### config.mk
export PLATFORM = sky130hd
export DESIGN_NAME = dds_quad_nco
export DESIGN_NICKNAME = d
export VERILOG_FILES = /design/src/rtl/dds_pkg.sv /design/src/rtl/dds_parabolic_shaper.sv /design/src/rtl/dds_quad_nco.sv
export SDC_FILE = /design/constraint.sdc
export NUM_CORES = 1
export LEC_CHECK = 0
export CAP_MARGIN = 40
export CORE_MARGIN = 3
export CORE_UTILIZATION = 60
export CTS_BUF_LIST = sky130_fd_sc_hd__clkbuf_8
export CTS_CLUSTER_SIZE = 25
export DETAILED_ROUTE_END_ITERATION = 8
export PLACE_DENSITY = 0.86
export SYNTH_ARGS = -nofsm -noshare
export SYNTH_HDL_FRONTEND = slang
export SYNTH_SLANG_ARGS = --single-unit
### constraint.sdc
create_clock -name clk -period 17.57 [get_ports clk]
set_clock_uncertainty 0.1 [all_clocks]
set_input_delay 3.514 -clock clk [delete_from_list [all_inputs] [get_ports clk]]
set_output_delay 3.514 -clock clk [all_outputs]
set_load 0.1 [all_outputs]
### src/rtl/dds_pkg.sv
// Shared defaults and elaboration helpers for the quadrature NCO.
// Imported by the NCO top and by its parabolic shaper.
package dds_pkg;

  localparam int unsigned ACC_W_DEF = 32;
  localparam int unsigned PH_W_DEF  = 12;
  localparam int unsigned OUT_W_DEF = 16;
  localparam int unsigned QUARTER   = 2 ** (PH_W_DEF - 2);

  // Right shift that scales the 2n-bit parabola product to OUT_W-1 magnitude bits.
  function automatic int unsigned shaper_shift(input int unsigned ph_w,
                                               input int unsigned out_w);
    return 2 * (ph_w - 1) - out_w - 1;
  endfunction

  function automatic bit width_ok(input int unsigned ph_w, input int unsigned out_w);
    return (2 * (ph_w - 1)) >= (out_w + 1);
  endfunction

endpackage

### src/rtl/dds_parabolic_shaper.sv
// Piecewise parabolic sine approximation: top phase bit is the sign, remaining
// bits form U, and the magnitude is U*(2^n-1-U). Two register stages.
module dds_parabolic_shaper
  import dds_pkg::*;
#(
  parameter int unsigned PH_W  = PH_W_DEF,
  parameter int unsigned OUT_W = OUT_W_DEF
) (
  input  logic                    clk,
  input  logic                    rst,
  input  logic [PH_W-1:0]         phase,
  output logic signed [OUT_W-1:0] sample
);

  localparam int unsigned N     = PH_W - 1;
  localparam int unsigned Shift = shaper_shift(PH_W, OUT_W);

  if (!width_ok(PH_W, OUT_W)) begin : g_width_check
    $error("dds_parabolic_shaper: PH_W is too narrow for OUT_W");
  end

  logic [N-1:0]     u;
  logic [N-1:0]     u_c;
  logic [2*N-1:0]   m_d;
  logic [2*N-1:0]   m_q;
  logic             sgn_q;
  logic [OUT_W-1:0] mag;

  always_comb begin
    u   = phase[N-1:0];
    // Bitwise inverse of U equals 2^n-1-U.
    u_c = ~u;
    m_d = {{N{1'b0}}, u} * {{N{1'b0}}, u_c};
    mag = OUT_W'(m_q >> Shift);
  end

  always_ff @(posedge clk) begin
    if (rst) begin
      sgn_q  <= 1'b0;
      m_q    <= '0;
      sample <= '0;
    end else begin
      sgn_q  <= phase[PH_W-1];
      m_q    <= m_d;
      sample <= sgn_q ? -mag : mag;
    end
  end

endmodule

### src/rtl/dds_quad_nco.sv
// Quadrature NCO: double-buffered frequency/phase-offset, phase accumulator,
// phase truncation stage and two parabolic shapers producing sin and cos.
module dds_quad_nco
  import dds_pkg::*;
#(
  parameter int unsigned ACC_W          = ACC_W_DEF,
  parameter int unsigned PH_W           = PH_W_DEF,
  parameter int unsigned OUT_W          = OUT_W_DEF,
  parameter int unsigned COMMIT_ON_WRAP = 0
) (
  input  logic                    clk,
  input  logic                    rst,
  input  logic                    Enable,
  input  logic                    LoadF,
  input  logic                    LoadP,
  input  logic                    Commit,
  input  logic                    Sync_Clr,
  input  logic [ACC_W-1:0]        FreqPhase,
  output logic signed [OUT_W-1:0] Sin_Out,
  output logic signed [OUT_W-1:0] Cos_Out,
  output logic                    Out_Valid,
  output logic                    Wrap,
  output logic [OUT_W-1:0]        io_oeb
);

  localparam logic [PH_W-1:0] Quarter = PH_W'(1) << (PH_W - 2);

  logic [ACC_W-1:0] fsh_q, fsh_d;
  logic [ACC_W-1:0] psh_q, psh_d;
  logic [ACC_W-1:0] freq_q, freq_d;
  logic [ACC_W-1:0] poff_q, poff_d;
  logic [ACC_W-1:0] acc_q, acc_d;
  logic             pend_q, pend_d;
  logic             wrap_q, wrap_d;
  logic [ACC_W:0]   sum;
  logic             carry;
  logic             apply;
  logic [ACC_W-1:0] phase_sum;
  logic [PH_W-1:0]  p;
  logic [PH_W-1:0]  ps_q;
  logic [PH_W-1:0]  pc_q;
  logic [2:0]       valid_q;
  logic             oe_q;

  always_comb begin
    fsh_d = LoadF ? FreqPhase : fsh_q;
    psh_d = LoadP ? FreqPhase : psh_q;
    sum   = {1'b0, acc_q} + {1'b0, freq_q};
    carry = sum[ACC_W];

    // Deferred mode lands a commit on the carry edge, or early on Sync_Clr.
    if (COMMIT_ON_WRAP == 0) begin
      apply  = Commit;
      pend_d = 1'b0;
    end else begin
      apply  = (pend_q | Commit) & (Sync_Clr | (Enable & carry));
      pend_d = (pend_q | Commit) & ~apply;
    end

    freq_d = apply ? fsh_d : freq_q;
    poff_d = apply ? psh_d : poff_q;

    if (Sync_Clr) begin
      acc_d  = '0;
      wrap_d = 1'b0;
    end else if (Enable) begin
      acc_d  = sum[ACC_W-1:0];
      wrap_d = carry;
    end else begin
      acc_d  = acc_q;
      wrap_d = 1'b0;
    end

    phase_sum = acc_q + poff_q;
    p         = PH_W'(phase_sum >> (ACC_W - PH_W));
  end

  always_ff @(posedge clk) begin
    if (rst) begin
      fsh_q   <= '0;
      psh_q   <= '0;
      freq_q  <= '0;
      poff_q  <= '0;
      acc_q   <= '0;
      pend_q  <= 1'b0;
      wrap_q  <= 1'b0;
      ps_q    <= '0;
      pc_q    <= '0;
      valid_q <= '0;
      oe_q    <= 1'b0;
    end else begin
      fsh_q   <= fsh_d;
      psh_q   <= psh_d;
      freq_q  <= freq_d;
      poff_q  <= poff_d;
      acc_q   <= acc_d;
      pend_q  <= pend_d;
      wrap_q  <= wrap_d;
      ps_q    <= p;
      pc_q    <= p + Quarter;
      valid_q <= {valid_q[1:0], Enable};
      if (Enable) oe_q <= 1'b1;
    end
  end

  dds_parabolic_shaper #(
    .PH_W  (PH_W),
    .OUT_W (OUT_W)
  ) u_sin (
    .clk    (clk),
    .rst    (rst),
    .phase  (ps_q),
    .sample (Sin_Out)
  );

  dds_parabolic_shaper #(
    .PH_W  (PH_W),
    .OUT_W (OUT_W)
  ) u_cos (
    .clk    (clk),
    .rst    (rst),
    .phase  (pc_q),
    .sample (Cos_Out)
  );

  assign Out_Valid = valid_q[2];
  assign Wrap      = wrap_q;
  assign io_oeb    = {OUT_W{~oe_q}};

endmodule
==> results of run 1 <==
metal layers:
layer | global-route usage, % | vias to the layer above | part of all wire [%]
met1 | 33.3 | 5697 | 42
met3 | 4.18 | 88 | 5.7
li1 | - | 5812 | -
met5 | 0 | - | 0
met4 | 9.04 | 0 | 3.3
met2 | 45.9 | 408 | 49
worst max-delay path, stage by stage, from the launching register on:
cell and delay, ns:
dfxtp_1 0.59, clkinv_1 0.39, nor2_1 0.28, fa_1 0.42, inv_1 0.09, fa_1 0.44, fa_1 0.52, inv_1 0.05
fa_1 0.53, inv_1 0.05, fa_1 0.52, inv_1 0.04, ha_1 0.35, a21o_1 0.21, a21o_1 0.19, a21oi_1 0.15
o31a_1 0.24, o21ai_1 0.14, o21ai_1 0.19, a21oi_1 0.12, a21oi_1 0.19, xnor2_1 0.13, nor2_1 0.06
cell usage after synthesis, types with 10 or more instances:
cell type | instances | area share (%)
a211oi_1 | 71 | 3.4
a21o_1 | 35 | 1.7
a21oi_1 | 41 | 1.3
and3_1 | 11 | 0.44
buf_1 | 21 | 0.50
buf_4 | 16 | 0.77
clkbuf_1 | 54 | 1.3
dfxtp_1 | 239 | 31
fa_1 | 102 | 13
ha_1 | 172 | 14
inv_1 | 160 | 3.8
mux2i_1 | 90 | 5.8
nand2_1 | 77 | 1.8
nand3_1 | 10 | 0.32
nor2_1 | 310 | 7.4
nor2b_1 | 25 | 1.0
nor3_1 | 14 | 0.45
o21ai_0 | 26 | 0.83
xnor2_1 | 52 | 2.9
xor2_1 | 53 | 3.0
logic make-up after synthesis:
group | count (synthesis)
adders and majority gates | 274
and+or+nand+nor | 497
xor gates and xnor gates | 105
buffers and inverters | 257
AOI/OAI and AO/OA | 239
DFF | 239
muxes | 92
flip-flops by register name (all words and copies together) (netlist names):
name and cells:
u_sin.sgn_q 1, pc_q 2, u_sin.m_q 16, acc_q 32, poff_q 32, u_cos.sgn_q 1, u_sin.sample 16, Wrap 1
valid_q 3, freq_q 32, oe_q 1, u_cos.m_q 11, ps_q 12, psh_q 32, fsh_q 32, u_cos.sample 15
path summary, 6_finish.rpt:
| kind | end | start | slack (ns) |
|---|---|---|---|
| hold reg to reg | u_sin.sgn_q$_SDFF_PP0_ | ps_q[11]$_SDFF_PP0_ | 0.34 |
| setup / recovery | u_sin.m_q[20]$_SDFF_PP0_ | ps_q[2]$_SDFF_PP0_ | 11.40 |
| setup reg to reg | u_sin.m_q[20]$_SDFF_PP0_ | ps_q[2]$_SDFF_PP0_ | 11.40 |
| hold / removal | u_sin.sgn_q$_SDFF_PP0_ | ps_q[11]$_SDFF_PP0_ | 0.34 |
power by group:
group / total (uW) / internal (uW) / switching [uW]
registers: 658 / 606 / 51.8
logic: 881 / 355 / 526
clock network: 473 / 260 / 213
total: 2010 / 1220 / 790
final cells by class:
class	count	area (um^2)	area share, %
multi-input cells	1207	9820	54.0
flip-flops and latches	239	4780	26.3
repair buffers	143	1770	9.74
clock buffers	51	702	3.86
inverters	166	623	3.42
well taps	330	413	2.27
clock inverters	15	77.6	0.426
through the flow:
step | hold slack (ns) | worst slack (ns) | util (%) | cell area, um^2
final | 0.344 | 11.40 | 71.6 | 18200
after global routing | 0.361 | 11.05 | 71.6 | 18200
after CTS | 0.334 | 11.40 | 71.6 | 18200
after detailed placement | 0.331 | 11.44 | 68.6 | 17400
after global placement | 0.316 | 11.61 | 65.1 | 16500
after floorplan | 0.314 | 11.90 | - | 15600
==> out/metrics.yaml, run 1 <==
status: "finished, final reports clean"
slew_viol_final: 0
core_um2: 25400
min_path_cells: 1
antenna_found_initial: 0
tns_ns: 0
path_clk_slew_ns: 0.06
drt_first_iter_violations: 818
synth_top_family_by_area: "adder cells"
area_delta_synth_final_pct: 16.4
viasPerCell: 5.58
cp-start-kind: "flip-flop"
die_w_um: 167
critPathMaxFanout: 13
grt_max_degree: 129
ir_drop_mv: 0.124
cts_buffers: 39
num-fill-cells: 1791
drc_errors: 0
finalSetupViolations: 0
synthXorXnorAreaFrac_pct: 5.88
cp.required_ns: 17.84
cts_tree: "built"
clock_path_buffers: 3
holdBufCountCts: 0
synth-edff-count: 0
finalCritPeriodShare_pct: 35.1
num_rows: 58
ys_seq_area_share_pct: 30.6
stdcell_count: 2151
htreeDepth: 2
wl_per_cell_um: 17.3
max_cap_violations: 0
yosys_warnings: 0
min_period_ns: 6.17
synth_compound_area_share_pct: 10.6
ios: 89
vias: 12005
fin_nets: 2109
drt-total-wl_mm: 37.2
grt_pass1_vias: 12276
synthCells: 1703
syn_area_per_cell_um2: 9.18
firstDrtPassIters: 7
layout_common_cells: "310 x nor2_1, 239 x dfxtp_1, 172 x ha_1"
synth_area_um2: 15600
syn_nets: 2016
cts.sinks: 239
ys_async_sr_fraction_pct: 0
crit_type: "reg2reg"
rsz0062_at_grt: "false"
synth_flop_cell: "dfxtp_1"
grt_usage_pct: 26.3
grt_overflow: 0
yosys.area_share.simple_pct: 13.7
gp_congestion: 0.923
cts_root_buffer: "clkbuf_8"
slew_headroom_pct: 37.1
cts.repair.resized: 0
power_uw: 2010
worstPathArrival_ns: 6.44
antenna_left: 0
hp-class: "reg2reg"
ys_seq_elements: 239
synth.distinct_cells: 57
muxShareOfSynthArea_pct: 5.91
final_layout_size_suffix_gt1_share_pct: 7.19
diodes: 0
dpl.cell_count: 2085
final_common_cell: "nor2_1"
max_freq_mhz: 162
final-hold-violation-count: 0
powerDensity_nw_per_um2: 111
dp_hpwl_mm: 28.2
start_util_pct: 61.5
cp-end-kind: "flip-flop"
reg2reg_depth: 22
post_cts_buffers: 0
die_area_um2: 28000
insertion_delay_ns: 0.54
die_y_um: 167
io_buffers: 88
grt_pass1_wl_mm: 61.1
leakage_uw: 0.00880
synthAdderAreaFrac_pct: 26.8
tightest_slew_ns: 0.944
No activity file was read; power rests on OpenSTA's default activity.
==> run 2, diff against run 1 <==
--- a/config.mk
+++ b/config.mk
@@ -7,7 +7,7 @@
 export LEC_CHECK = 0
 export CAP_MARGIN = 40
 export CORE_MARGIN = 3
-export CORE_UTILIZATION = 60
+export CORE_UTILIZATION = 57
 export CTS_BUF_LIST = sky130_fd_sc_hd__clkbuf_8
 export CTS_CLUSTER_SIZE = 25
 export DETAILED_ROUTE_END_ITERATION = 8
==> constraint.sdc (replaced) <==
create_clock -name clk -period 4.95 [get_ports clk]
set_clock_uncertainty 0.1 [all_clocks]
set_input_delay 0.99 -clock clk [delete_from_list [all_inputs] [get_ports clk]]
set_output_delay 0.99 -clock clk [all_outputs]
set_load 0.1 [all_outputs]
==> run 2 against run 1 <==
The flow now finishes with violations (setup timing). Wire length grew 7.3%. Count of clock-buffer cells in the layout shrank 3. Clock power grew to 3.6 times the previous value. Via count grew 6.5%. Sequential cell count is the same. Non-clock buffer count grew 118. Worst setup slack lost 12 ns. Sequential power grew to 3.5 times the previous value. Critical path type unchanged. Critical endpoint is now u_cos.m_q[20]$_SDFF_PP0_.
==> out/metrics.yaml, run 2 (synthesized netlist as in run 1, its figures left out) <==
cp-start-kind: "flip-flop"  # unchanged
grt_overflow: 0  # unchanged
layout_common_cells: "300 x nor2_1, 230 x dfxtp_1, 162 x ha_1"  # was 310 x nor2_1, 239 x dfxtp_1, 172 x ha_1
place_area_um2: 18500  # was 17400 um^2
area_delta_synth_final_pct: 25.4  # was 16.4%
grt_usage_pct: 27.3  # was 26.3%
grt_pass1_vias: 13487  # was 12276
rsz0062_at_grt: "true"  # was false
drt-total-wl_mm: 39.9  # was 37.2 mm
leakage_uw: 0.00947  # was 0.00880 uW
num_rows: 59  # was 58
die_y_um: 172  # was 167 um
dp_hpwl_mm: 29.4  # was 28.2 mm
num-fill-cells: 1649  # was 1791
cts.sinks: 239  # unchanged
slew_headroom_pct: 42.6  # was 37.1%
grt_max_degree: 117  # was 129
cp_cell_sequence: "clkinv_4 -> buf_6 -> nand2_4 -> fa_1 -> inv_1 -> ha_2 -> inv_2 -> fa_1 -> fa_1 -> fa_1 -> inv_2 -> ha_4 -> a21o_1 -> a2111oi_4 -> nor3_2 -> o31a_1 -> a221o_1 -> a21o_1 -> a21oi_2 -> xnor2_1 -> nor2_1"  # was clkinv_1 -> nor2_1 -> fa_1 -> inv_1 -> fa_1 -> fa_1 -> inv_1 -> fa_1 -> inv_1 -> fa_1 -> inv_1 -> ha_1 -> a21o_1 -> a21o_1 -> a21oi_1 -> o31a_1 -> o21ai_1 -> o21ai_1 -> a21oi_1 -> a21oi_1 -> xnor2_1 -> nor2_1
grt_pass1_wl_mm: 65.6  # was 61.1 mm
hp-class: "reg2reg"  # unchanged
start_util_pct: 59.0  # was 61.5%
holdBufCountCts: 0  # unchanged
drc_errors: 0  # unchanged
final_area_um2: 19600  # was 18200 um^2
tightest_slew_ns: 0.861  # was 0.944 ns
wl_per_cell_um: 17.6  # was 17.3 um
final-hold-violation-count: 0  # unchanged
gp_congestion: 0.940  # was 0.923
ios: 89  # unchanged
dpl.cell_count: 2191  # was 2085
antenna_found_initial: 0  # unchanged
viasPerCell: 5.62  # was 5.58
io_buffers: 88  # unchanged
drt_first_iter_violations: 955  # was 818
antenna_left: 0  # unchanged
finalSetupViolations: 12  # was 0
powerDensity_nw_per_um2: 399  # was 111 nW/um^2
slew_viol_final: 0  # unchanged
cts_buffers: 39  # unchanged
worstPathArrival_ns: 5.58  # was 6.44 ns
die_area_um2: 29400  # was 28000 um^2
stdcell_count: 2273  # was 2151
vias: 12782  # was 12005
cp.required_ns: 5.21  # was 17.84 ns
firstDrtPassIters: 5  # was 7
max_freq_mhz: 188  # was 162 MHz
crit_type: "reg2reg"  # unchanged
fin_nets: 2227  # was 2109
diodes: 0  # unchanged
status: "finished with violations"  # was finished, final reports clean
ir_drop_mv: 0.304  # was 0.124 mV
cp-end-kind: "flip-flop"  # unchanged
core_um2: 26500  # was 25400 um^2
final_layout_size_suffix_gt1_share_pct: 16.6  # was 7.19%
setup_ws_ns: -0.368  # was 11.40 ns
max_cap_violations: 0  # unchanged
path_common_cell: "fa_1"  # unchanged
min_period_ns: 5.32  # was 6.17 ns
final_common_cell: "nor2_1"  # unchanged
cts_tree: "built"  # unchanged
critPathMaxFanout: 5  # was 13
critPathSlowestCell: "fa_1"  # was dfxtp_1
violations: "setup timing"
htreeDepth: 2  # unchanged
clock_path_buffers: 3  # unchanged
die_w_um: 172  # was 167 um
regToRegSetupSlack_ns: -0.37  # was 11.40 ns
insertion_delay_ns: 0.54  # about the same
finalCritPeriodShare_pct: 107  # was 35.1%
path_clk_slew_ns: 0.06  # about the same
cpPeakStageDelay_ns: 0.53  # was 0.59 ns
cts_root_buffer: "clkbuf_8"  # unchanged
-- run 2: cell types whose count changed in the layout (fill, tap and decap cells not counted), moves of 10 or more --
cell / before / now
nor2_1: 310 / 300
buf_4: 3 / 103
inv_1: 166 / 154
ha_1: 172 / 162
inv_2: 2 / 13
buf_6: 1 / 14
-- run 2: critical path: cells and delay by family (launching register included) --
family | cells | cell delay, ns
fa+ha+maj | 6 | 2.26
flops | 1 | 0.38
simple gates | 3 | 0.22
compound gates | 6 | 1.68
xor+xnor | 1 | 0.14
buf+inv | 5 | 0.38
-- run 2: final timing paths --
kind,depth (start not counted),endpoint,from
max,21,u_cos.m_q[20]$_SDFF_PP0_,ps_q[2]$_SDFF_PP0_
min,1,valid_q[2]$_SDFF_PP0_,valid_q[1]$_SDFF_PP0_
max reg2reg,21,u_cos.m_q[20]$_SDFF_PP0_,ps_q[2]$_SDFF_PP0_
min reg2reg,1,valid_q[2]$_SDFF_PP0_,valid_q[1]$_SDFF_PP0_
-- run 2: routing by layer --
metal  GRT usage (%)  up-vias  wire length (um)
met5               0        -                 0
met1            33.4     6092             16200
li1                -     6066                 -
met2            47.2      484             19500
met4            12.0        0              1740
met3            5.13      140              2440
-- run 2: repair_timing --
item	4_1_cts	5_1_grt
endpoints found under the setup margin	14	16
setup buffers	13	6
pin swaps	21	15
gates resized for setup	47	25
-- run 2: stage by stage --
step / hold WS (ns) / total power (uW) / setup TNS [ns] / setup slack, ns / util [%]
5_1_grt: 0.365 / 8320 / -4.49 / -0.524 / 74.0
3_3_place_gp: 0.316 / 5480 / -1.30 / -0.252 / 66.0
4_1_cts: 0.347 / 7730 / -1.30 / -0.274 / 73.5
6_report: 0.346 / 7830 / -1.87 / -0.368 / 74.0
3_5_place_dp: 0.346 / 5920 / -3.23 / -0.407 / 69.7
2_1_floorplan: 0.314 / 4640 / -0.495 / -0.201 / -
-- run 2: layout make-up --
class / instances / area, um^2 / share of cell area, %
clock buffer: 48 / 661 / 3.37
clock inverter: 17 / 110 / 0.562
inverter: 166 / 646 / 3.29
multi-input combinational: 1207 / 10100 / 51.6
sequential: 239 / 4810 / 24.5
tap: 335 / 419 / 2.14
timing repair buffer: 261 / 2840 / 14.5
-- run 2: report_power, final --
part,internal (uW),switching (uW)
Clock,929,762
Sequential,2150,165
Combinational,1720,2110
